## src/rtl/axis_stream_tx_fifo_if.sv

```systemverilog
// AXI4-Stream bus between axis_stream_tx_fifo (master) and its downstream consumer (slave).
interface axis_stream_tx_fifo_if #(
  parameter int DATA_WIDTH = 64,
  parameter int ID_WIDTH   = 8,
  parameter int USER_WIDTH = 2
) ();
  logic                    TVALID;
  logic                    TREADY;
  logic [DATA_WIDTH-1:0]   TDATA;
  logic [DATA_WIDTH/8-1:0] TKEEP;
  logic [DATA_WIDTH/8-1:0] TSTRB;
  logic                    TLAST;
  logic [ID_WIDTH-1:0]     TID;
  logic [USER_WIDTH-1:0]   TUSER;

  modport master (
    output TVALID, TDATA, TKEEP, TSTRB, TLAST, TID, TUSER,
    input  TREADY
  );

  modport slave (
    input  TVALID, TDATA, TKEEP, TSTRB, TLAST, TID, TUSER,
    output TREADY
  );
endinterface

```

## src/rtl/axis_stream_tx_fifo.sv

```systemverilog
// AXI4-Stream transmitter: buffers core beats in a FIFO and frames packets (TLAST/TKEEP) internally.
// Define AXIS_TX_STATS_EN to add the pkt_count / stall_count statistics ports.
module axis_stream_tx_fifo #(
  parameter int DATA_WIDTH = 64,
  parameter int ID_WIDTH   = 8,
  parameter int USER_WIDTH = 2,
  parameter int FIFO_DEPTH = 4,
  parameter int LEN_WIDTH  = 16,
  localparam int KEEP_W    = DATA_WIDTH / 8,
  localparam int LB_W      = $clog2(KEEP_W) + 1
) (
  input  logic                  ACLK,
  input  logic                  ARESETn,
  input  logic                  in_valid,
  output logic                  in_ready,
  input  logic [DATA_WIDTH-1:0] in_data,
  input  logic [LEN_WIDTH-1:0]  pkt_beats,
  input  logic [LB_W-1:0]       last_bytes,
  input  logic [ID_WIDTH-1:0]   pkt_id,
  input  logic [USER_WIDTH-1:0] pkt_user,
  input  logic                  flush,
  output logic                  in_pkt,
`ifdef AXIS_TX_STATS_EN
  output logic [31:0]           pkt_count,
  output logic [31:0]           stall_count,
`endif
  axis_stream_tx_fifo_if.master m_axis
);

  localparam int AW    = $clog2(FIFO_DEPTH);
  localparam int PTR_W = AW + 1;
  localparam logic [0:0] ST_IDLE   = 1'b0;
  localparam logic [0:0] ST_IN_PKT = 1'b1;
  localparam logic [LB_W-1:0] FULL_BYTES = LB_W'(KEEP_W);

  typedef struct packed {
    logic [DATA_WIDTH-1:0] data;
    logic [KEEP_W-1:0]     keep;
    logic                  last;
    logic [ID_WIDTH-1:0]   id;
    logic [USER_WIDTH-1:0] user;
  } entry_t;

  entry_t                mem_q [FIFO_DEPTH];
  entry_t                mem_d [FIFO_DEPTH];
  logic [PTR_W-1:0]      wr_ptr_q, wr_ptr_d, rd_ptr_q, rd_ptr_d;
  logic [0:0]            state_q, state_d;
  logic [LEN_WIDTH-1:0]  beat_cnt_q, beat_cnt_d, len_q, len_d;
  logic [LB_W-1:0]       bytes_q, bytes_d;
  logic [ID_WIDTH-1:0]   id_q, id_d;
  logic [USER_WIDTH-1:0] user_q, user_d;

  logic                  full, empty, wr_en, rd_en, final_beat;
  logic [LEN_WIDTH-1:0]  live_len;
  logic [LB_W-1:0]       live_bytes, final_bytes;
  entry_t                wr_entry, head;

  function automatic logic [KEEP_W-1:0] bytes_to_keep(input logic [LB_W-1:0] n);
    logic [KEEP_W-1:0] k;
    k = '0;
    for (int i = 0; i < KEEP_W; i++) k[i] = (LB_W'(i) < n);
    return k;
  endfunction

  assign full  = (wr_ptr_q[AW] != rd_ptr_q[AW]) && (wr_ptr_q[AW-1:0] == rd_ptr_q[AW-1:0]);
  assign empty = (wr_ptr_q == rd_ptr_q);
  assign wr_en = in_valid && !full && !flush;
  assign rd_en = !empty && m_axis.TREADY && !flush;

  // Zero length means one beat; out-of-range byte counts mean a full final beat.
  assign live_len   = (pkt_beats == '0) ? LEN_WIDTH'(1) : pkt_beats;
  assign live_bytes = ((last_bytes == '0) || (last_bytes > FULL_BYTES)) ? FULL_BYTES : last_bytes;

  always_comb begin
    state_d       = state_q;
    beat_cnt_d    = beat_cnt_q;
    len_d         = len_q;
    bytes_d       = bytes_q;
    id_d          = id_q;
    user_d        = user_q;
    final_beat    = 1'b0;
    final_bytes   = bytes_q;
    wr_entry.data = in_data;
    wr_entry.id   = id_q;
    wr_entry.user = user_q;
    if (state_q == ST_IDLE) begin
      final_beat    = (live_len == LEN_WIDTH'(1));
      final_bytes   = live_bytes;
      wr_entry.id   = pkt_id;
      wr_entry.user = pkt_user;
    end else begin
      final_beat = (beat_cnt_q == len_q - LEN_WIDTH'(1));
    end
    wr_entry.keep = final_beat ? bytes_to_keep(final_bytes) : '1;
    wr_entry.last = final_beat;

    if (flush) begin
      state_d    = ST_IDLE;
      beat_cnt_d = '0;
    end else if (wr_en) begin
      if (state_q == ST_IDLE) begin
        len_d      = live_len;
        bytes_d    = live_bytes;
        id_d       = pkt_id;
        user_d     = pkt_user;
        beat_cnt_d = LEN_WIDTH'(1);
        state_d    = final_beat ? ST_IDLE : ST_IN_PKT;
      end else begin
        beat_cnt_d = beat_cnt_q + LEN_WIDTH'(1);
        if (final_beat) state_d = ST_IDLE;
      end
    end
  end

  always_comb begin
    mem_d    = mem_q;
    wr_ptr_d = wr_ptr_q;
    rd_ptr_d = rd_ptr_q;
    if (flush) begin
      wr_ptr_d = '0;
      rd_ptr_d = '0;
    end else begin
      if (wr_en) begin
        mem_d[wr_ptr_q[AW-1:0]] = wr_entry;
        wr_ptr_d = wr_ptr_q + PTR_W'(1);
      end
      if (rd_en) rd_ptr_d = rd_ptr_q + PTR_W'(1);
    end
  end

  always_ff @(posedge ACLK or negedge ARESETn) begin
    if (!ARESETn) begin
      for (int i = 0; i < FIFO_DEPTH; i++) mem_q[i] <= '0;
      wr_ptr_q   <= '0;
      rd_ptr_q   <= '0;
      state_q    <= ST_IDLE;
      beat_cnt_q <= '0;
      len_q      <= '0;
      bytes_q    <= '0;
      id_q       <= '0;
      user_q     <= '0;
    end else begin
      mem_q      <= mem_d;
      wr_ptr_q   <= wr_ptr_d;
      rd_ptr_q   <= rd_ptr_d;
      state_q    <= state_d;
      beat_cnt_q <= beat_cnt_d;
      len_q      <= len_d;
      bytes_q    <= bytes_d;
      id_q       <= id_d;
      user_q     <= user_d;
    end
  end

  // Payload is read straight from the head entry, so it cannot change until the pop.
  assign head          = mem_q[rd_ptr_q[AW-1:0]];
  assign in_ready      = !full;
  assign in_pkt        = (state_q == ST_IN_PKT);
  assign m_axis.TVALID = !empty;
  assign m_axis.TDATA  = head.data;
  assign m_axis.TKEEP  = head.keep;
  assign m_axis.TSTRB  = head.keep;
  assign m_axis.TLAST  = head.last;
  assign m_axis.TID    = head.id;
  assign m_axis.TUSER  = head.user;

`ifdef AXIS_TX_STATS_EN
  logic [31:0] pkt_count_q, pkt_count_d, stall_count_q, stall_count_d;

  always_comb begin
    pkt_count_d   = pkt_count_q;
    stall_count_d = stall_count_q;
    if (flush) begin
      pkt_count_d   = '0;
      stall_count_d = '0;
    end else begin
      if (rd_en && head.last) pkt_count_d = pkt_count_q + 32'd1;
      if (!empty && !m_axis.TREADY && (stall_count_q != '1)) stall_count_d = stall_count_q + 32'd1;
    end
  end

  always_ff @(posedge ACLK or negedge ARESETn) begin
    if (!ARESETn) begin
      pkt_count_q   <= '0;
      stall_count_q <= '0;
    end else begin
      pkt_count_q   <= pkt_count_d;
      stall_count_q <= stall_count_d;
    end
  end

  assign pkt_count   = pkt_count_q;
  assign stall_count = stall_count_q;
`endif

endmodule

```

## src/flat_wrapper.sv

```systemverilog
// flat-port wrapper written by rule: the top's interface ports become plain ports
module axis_stream_tx_fifo_flat 
#(
  parameter int DATA_WIDTH = 64,
  parameter int ID_WIDTH   = 8,
  parameter int USER_WIDTH = 2,
  parameter int FIFO_DEPTH = 4,
  parameter int LEN_WIDTH  = 16,
  localparam int KEEP_W    = DATA_WIDTH / 8,
  localparam int LB_W      = $clog2(KEEP_W) + 1
)
  (ACLK, ARESETn, in_valid, in_ready, in_data, pkt_beats, last_bytes, pkt_id, pkt_user, flush, in_pkt, m_axis_TVALID, m_axis_TDATA, m_axis_TKEEP, m_axis_TSTRB, m_axis_TLAST, m_axis_TID, m_axis_TUSER, m_axis_TREADY);
  axis_stream_tx_fifo_if #(.DATA_WIDTH(DATA_WIDTH), .ID_WIDTH(ID_WIDTH), .USER_WIDTH(USER_WIDTH)) m_axis_i ();
  input  logic ACLK;
  input  logic ARESETn;
  input  logic in_valid;
  output logic in_ready;
  input  logic [DATA_WIDTH-1:0] in_data;
  input  logic [LEN_WIDTH-1:0] pkt_beats;
  input  logic [LB_W-1:0] last_bytes;
  input  logic [ID_WIDTH-1:0] pkt_id;
  input  logic [USER_WIDTH-1:0] pkt_user;
  input  logic flush;
  output logic in_pkt;
  output wire logic [$bits(m_axis_i.TVALID)-1:0] m_axis_TVALID;
  output wire logic [$bits(m_axis_i.TDATA)-1:0] m_axis_TDATA;
  output wire logic [$bits(m_axis_i.TKEEP)-1:0] m_axis_TKEEP;
  output wire logic [$bits(m_axis_i.TSTRB)-1:0] m_axis_TSTRB;
  output wire logic [$bits(m_axis_i.TLAST)-1:0] m_axis_TLAST;
  output wire logic [$bits(m_axis_i.TID)-1:0] m_axis_TID;
  output wire logic [$bits(m_axis_i.TUSER)-1:0] m_axis_TUSER;
  input wire logic [$bits(m_axis_i.TREADY)-1:0] m_axis_TREADY;
  assign m_axis_TVALID = m_axis_i.TVALID;
  assign m_axis_TDATA = m_axis_i.TDATA;
  assign m_axis_TKEEP = m_axis_i.TKEEP;
  assign m_axis_TSTRB = m_axis_i.TSTRB;
  assign m_axis_TLAST = m_axis_i.TLAST;
  assign m_axis_TID = m_axis_i.TID;
  assign m_axis_TUSER = m_axis_i.TUSER;
  assign m_axis_i.TREADY = m_axis_TREADY;
  axis_stream_tx_fifo #(.DATA_WIDTH(DATA_WIDTH), .ID_WIDTH(ID_WIDTH), .USER_WIDTH(USER_WIDTH), .FIFO_DEPTH(FIFO_DEPTH), .LEN_WIDTH(LEN_WIDTH)) u_core (.ACLK(ACLK), .ARESETn(ARESETn), .in_valid(in_valid), .in_ready(in_ready), .in_data(in_data), .pkt_beats(pkt_beats), .last_bytes(last_bytes), .pkt_id(pkt_id), .pkt_user(pkt_user), .flush(flush), .in_pkt(in_pkt), .m_axis(m_axis_i));
endmodule
```

## config.mk

```make
export PLATFORM = sky130hd
export DESIGN_NAME = axis_stream_tx_fifo_flat
export DESIGN_NICKNAME = d
export VERILOG_FILES = /design/src/rtl/axis_stream_tx_fifo_if.sv /design/src/rtl/axis_stream_tx_fifo.sv /design/src/flat_wrapper.sv
export SDC_FILE = /design/constraint.sdc
export NUM_CORES = 1
export LEC_CHECK = 0
export ABC_AREA = 1
export CAP_MARGIN = 10
export CORE_UTILIZATION = 52
export DETAILED_ROUTE_END_ITERATION = 16
export PLACE_DENSITY = 0.85
export SYNTH_ARGS = -nofsm -noshare
export SYNTH_HDL_FRONTEND = slang
export SYNTH_SLANG_ARGS = --single-unit
```

## constraint.sdc

```tcl
create_clock -name ACLK -period 2.7 [get_ports ACLK]
set_input_delay 0.54 -clock ACLK [delete_from_list [all_inputs] [get_ports ACLK]]
set_output_delay 0.54 -clock ACLK [all_outputs]
set_load 0.005 [all_outputs]
```

# == Yosys cells after proc, flatten, opt, wreduce, memory -nomap -nowiden ==
# Index checks and enable logic that the tools add are counted.
# word_totals
input_bits,99
output_inout_bits,94
ff_bits,385
romBits,0
latch_bits,0
mem_count,0
elab_cells,91
ram_bits,0
# classes
bitwise,4
shifts,0
reduce_logical,16
div_mod_pow,0
n_eq_ne,5
mux,22
n_lt_le_gt_ge,12
addsub,4
n_mul,0
# ops
op,n
$bwmux W332,1
$mux W83,3
$bmux W83 S2,1
$demux W83 S2,1
$mux W16,4
$add A16 B1 Y16 const B,1
$eq A16 B1 Y1 const B,1
$eq A16 B16 Y1,1
$logic_not A16 Y1,1
$lt A3 B4 Y1 const A,4
$sub A16 B1 Y16 const B,1
$mux W3,4
$mux W10,1
$lt A1 B4 Y1 const A,2
$lt A2 B4 Y1 const A,2
$mux W4,2
$mux W8,1
$add A3 B1 Y3 const B,2
$ge A3 B3 Y1 const B,2
$logic_and A1 B1 Y1,6
$not A2 Y3,2
$gt A4 B4 Y1 const B,1
$logic_not A4 Y1,1
$mux W1,4
other kinds (10),14

# == Longest topological paths before layout ==
# logic_depth
depth_word,7
mapped_depth,16
depth_no_buf,15

# == Worst setup path before layout ==
# No wires, ideal clock.
# synth_path
path_kind,flip-flop to output port
from,reg u_core.rd_ptr_q[0]
to,out m_axis_TSTRB[0]
n_path_buf,4
stages_incl_launch_ff,8
arrival_time_ns,1.729
slack_ns,0.431
path_cell_list,dfrtp_1 clkbuf_1 inv_1 clkbuf_1 clkbuf_1 nor2_1 o22ai_1 buf_4
# synth_via
elab_chain_len,4
# synth_lines
item,line,source
"start, declared",axis_stream_tx_fifo.sv:46,"logic [PTR_W-1:0] wr_ptr_q, wr_ptr_d, rd_ptr_q, rd_ptr_d;"
"start signal, assigned",axis_stream_tx_fifo.sv:145,rd_ptr_q <= rd_ptr_d;
$not A2 Y3 (implied by the code),axis_stream_tx_fifo.sv:156,assign head = mem_q[rd_ptr_q[AW-1:0]];
$bmux W83 S2,axis_stream_tx_fifo.sv:156,
$mux W83 (implied by the code) (2 in series),axis_stream_tx_fifo.sv:156,
"end, declared",flat_wrapper.sv:28,output wire logic [$bits(m_axis_i.TSTRB)-1:0] m_axis_TSTRB;
# No other way between the ends. The select of a mux whose other input is x is not followed.

# == Worst setup path in the final report ==
# layout_path
from,reg u_core.rd_ptr_q[0]
to,out m_axis_TDATA[23]
# layout_via
elab_chain_len,4
# layout_lines
item,line,source
$not A2 Y3 (implied by the code),axis_stream_tx_fifo.sv:156,
$bmux W83 S2,axis_stream_tx_fifo.sv:156,
$mux W83 (implied by the code) (2 in series),axis_stream_tx_fifo.sv:156,
"end, declared",flat_wrapper.sv:26,output wire logic [$bits(m_axis_i.TDATA)-1:0] m_axis_TDATA;
# No other way between the ends. The select of a mux whose other input is x is not followed.

==> qor.txt <==
CLOCK TREE
----------------------------------------------------------------------------------
Clock Sink Count ....................................................          385
TritonCTS clock tree ................................................         done
Clk pin slew, worst setup/hold paths ................................        60 ps
Clk Latency, worst-skew pair ........................................       530 ps
CTS Buf Count .......................................................           41
Clock Tree Buf Depth ................................................            3
CTS H-Tree Depth ....................................................            2
Library cell used as clock root buffer .............................. sky130_fd_sc_hd__clkbuf_16

CELLS AND AREA
----------------------------------------------------------------------------------
Post-layout net count ...............................................         2428
Layout filler cell count ............................................         2535
Most common cell after layout, fill and taps aside .................. sky130_fd_sc_hd__nand2_1
Final cell area excluding filler cells ..............................  22060 sq um
Sequential Area .....................................................   9639 sq um
Diode count .........................................................            0
Combined area of the multi-input logic cells ........................   6990 sq um
Layout area overhead ................................................       25.56%
Highest-count cells in the layout ignoring fill and taps ............ sky130_fd_sc_hd__nand2_1 (617), sky130_fd_sc_hd__dfrtp_1 (383), sky130_fd_sc_hd__o21ai_0 (340)
Cell Count, Final, Fillers Out ......................................         2787
Share of final-layout standard cells stronger than drive strength 1 .       8.870%

SYNTH
----------------------------------------------------------------------------------
Cell taking the most area after synthesis ........................... sky130_fd_sc_hd__dfrtp_1
Flip-flop and latch count after synthesis ...........................          385
Net Count, Synth ....................................................         2262
Mean instance size in the synthesized netlist .......................  8.149 sq um
Biggest area contributors in the synthesized netlist ................ sky130_fd_sc_hd__dfrtp_1 (55%), sky130_fd_sc_hd__nand2_1 (13%), sky130_fd_sc_hd__o21ai_0 (10%)
Cell area after synthesis ...........................................  17570 sq um
Distinct cell type count after synthesis ............................           33
Post-synth top area share ...........................................       54.84%
Count of synthesis-stage warnings from yosys ........................            0
Cell count after synthesis ..........................................         2156
Share of synthesized area occupied by flip-flops and latches ........       54.84%

ROUTING
----------------------------------------------------------------------------------
Total Wirelength ....................................................     50.35 mm
DRC marker count from the first detailed-route iteration ............         1562
WL/cell .............................................................     18.07 um
Detailed-routing iteration count for the pre-antenna-repair pass ....            6
Vias per cell .......................................................        5.771
Remaining DRCs ......................................................            0
Antenna Nets Post-Route .............................................            0
Total vias in the final route .......................................        16080

STA
----------------------------------------------------------------------------------
Setup violators final ...............................................            9
Post-route clock skew ...............................................     16.62 ps
Clock period minus worst slack ......................................      2838 ps
Max Freq ............................................................    352.4 MHz
Max-slew violations .................................................            0
Period utilization ..................................................       105.1%
Measured slew at the worst slew-check pin ...........................     720.4 ps
Final critical-path setup slack .....................................    -137.6 ps
Unrepaired setup endpoints after global routing .....................         true
Hold Vio Cnt, Final .................................................            0
Relative slew slack .................................................       51.46%

STATUS
----------------------------------------------------------------------------------
Status .............................................................. finished with violations
Failing checks ...................................................... negative setup slack

FLOORPLAN
----------------------------------------------------------------------------------
Vert. Die Dim .......................................................     185.8 um
Die X ...............................................................     185.8 um
Total Die Area ......................................................  34530 sq um
Row cnt .............................................................           66
Core Area ...........................................................  32870 sq um
I/O pin total .......................................................          193
Starting density of the core ........................................       53.46%

PWR
----------------------------------------------------------------------------------
Power per standard cell area ........................................ 968.9 nW/um^2
VDD IR max ..........................................................  0.0005791 V
Post-layout total power .............................................     21.37 mW
Leakage power summed over all cells .................................     10.84 nW

WORST SETUP PATH
----------------------------------------------------------------------------------
Delay of the slowest cell on the worst path .........................       540 ps
Max Fanout on Critical Path .........................................           22
Capturing element type of the critical path .........................   output pin
Critical-path cell with the highest stage delay ..................... sky130_fd_sc_hd__dfrtp_4
Launching element type of the critical path .........................     register
Worst path arrival time .............................................      2300 ps
Critical Path, Cell by Cell ......................................... buf_6 -> buf_16 -> o21ai_0 -> o22ai_2 -> clkdlybuf4s50_1
Worst Path Required .................................................      2160 ps
Critical path start-end classification ..............................      reg2out

MIN PATH
----------------------------------------------------------------------------------
Worst Hold Class ....................................................      reg2reg

GRT
----------------------------------------------------------------------------------
Aggregate global-route resource usage ...............................       29.35%
Initial antenna violation count .....................................            1
Wire length of the first global-routing pass ........................     80.49 mm
Overflow after GRT ..................................................            0
Maximum number of pins on one net before global-route repair ........           95
Via count of the first global-routing pass ..........................        15900

PLACE
----------------------------------------------------------------------------------
Gpl congestion ......................................................       0.8598
Post-DP HPWL ........................................................     28.35 mm
Number of buffers inserted by port buffering ........................          192
Placed instance count ...............................................         2692
Instance area after placement .......................................  20070 sq um

FLOW RUN
----------------------------------------------------------------------------------
Max-cap viol count ..................................................            0

-- metal layers --
layer	GRT usage, %	wire, um	part of all wire, %
met1	37.95	20170	40
met2	49.51	24660	49
met3	5.146	4051	8.0
met4	10.59	1458	2.9
met5	0	13	0.026
-- where the power goes --
part / switching, mW / internal [mW] / total (mW) / leakage [nW]
clock: 2.24 / 3.27 / 5.52 / 0.636
combinational: 4.13 / 3.42 / 7.54 / 5.27
sequential: 0.945 / 7.37 / 8.31 / 4.93
-- worst paths after layout --
check                                   start                 to  slack (ps)  cells past startpoint
setup / recovery           u_core.rd_ptr_q[0]   m_axis_TDATA[23]        -140                      5
hold / removal                u_core.mem_q[7]    u_core.mem_q[7]         470                      2
setup reg to reg           u_core.rd_ptr_q[0]   u_core.mem_q[28]         170                     13
hold reg to reg               u_core.mem_q[7]    u_core.mem_q[7]         470                      2
max in group asynchronous             ARESETn  u_core.mem_q[159]        1300                      4
min in group asynchronous             ARESETn  u_core.mem_q[164]         560                      2
-- area by class of cell --
class	instances	share of cell area (%)
tap	442	2.507
timing repair buffer	263	13.84
inverter	132	2.348
clock buffer	60	5.479
clock inverter	6	0.4424
sequential	385	43.70
multi-input combinational	1499	31.69
-- logic make-up after synthesis --
logic type	after synthesis	synth area share (%)
AND/OR/NAND/NOR	884	19.55
AO/OA/AOI/OAI	585	17.44
adder cells (fa/ha/maj)	7	0.4985
flip-flops	385	54.84
buffers and inverters	272	6.530
XOR/XNOR	23	1.147
-- flip-flops by register name, indices dropped and copies added, names as in the netlist --
signal and count:
u_core.mem_q 332, u_core.beat_cnt_q 16, u_core.len_q 16, u_core.id_q 8
u_core.bytes_q 4, u_core.rd_ptr_q 3, u_core.wr_ptr_q 3, u_core.user_q 2
u_core.in_pkt 1
-- Yosys cell counts (all sizes together) --
library cell / count
nand2: 630
o21ai: 473
dfrtp: 385
nor2: 216
inv: 130
o22ai: 94
clkbuf: 71
buf: 69
nand3: 24
xor2: 15
a21oi: 11
xnor2: 8
ha: 7
nand4: 4
nor3: 4
clkinv: 2
nor4: 2
o21bai: 2
or2: 2
a2bb2oi: 1
a31oi: 1
and2: 1
nand3b: 1
o21a: 1
o2bb2ai: 1
o31ai: 1
-- worst max-delay path: cells and delay by family (launching register included) --
| family | cells | cell delay [ps] |
|---|---|---|
| compound gates | 2 | 420 |
| buf+inv | 3 | 800 |
| flops | 1 | 540 |
-- through the flow --
step / worst slack (ps) / TNS (ps) / util, % / hold WS (ps)
floorplan: 431.2 / 0 / - / 244.4
finish: -137.6 / -762.2 / 67.12 / 472.9
global placement: 111.2 / 0 / 61.06 / 454.2
global route: -221.4 / -1475 / 67.12 / 486.6
CTS: -187.2 / -2961 / 66.53 / 474.1
detailed placement: 43.01 / 0 / 61.06 / 459.5
-- what timing repair did --
action,4_1_cts,5_1_grt
pin swaps,16,7
endpoints found under the hold margin,44,0
endpoints found under the setup margin,93,44
hold buffers,1,0
gates cloned,10,3
gates resized for setup,113,85
buffers inserted,13,2
Note: power is estimated with default switching activity, not from simulation.
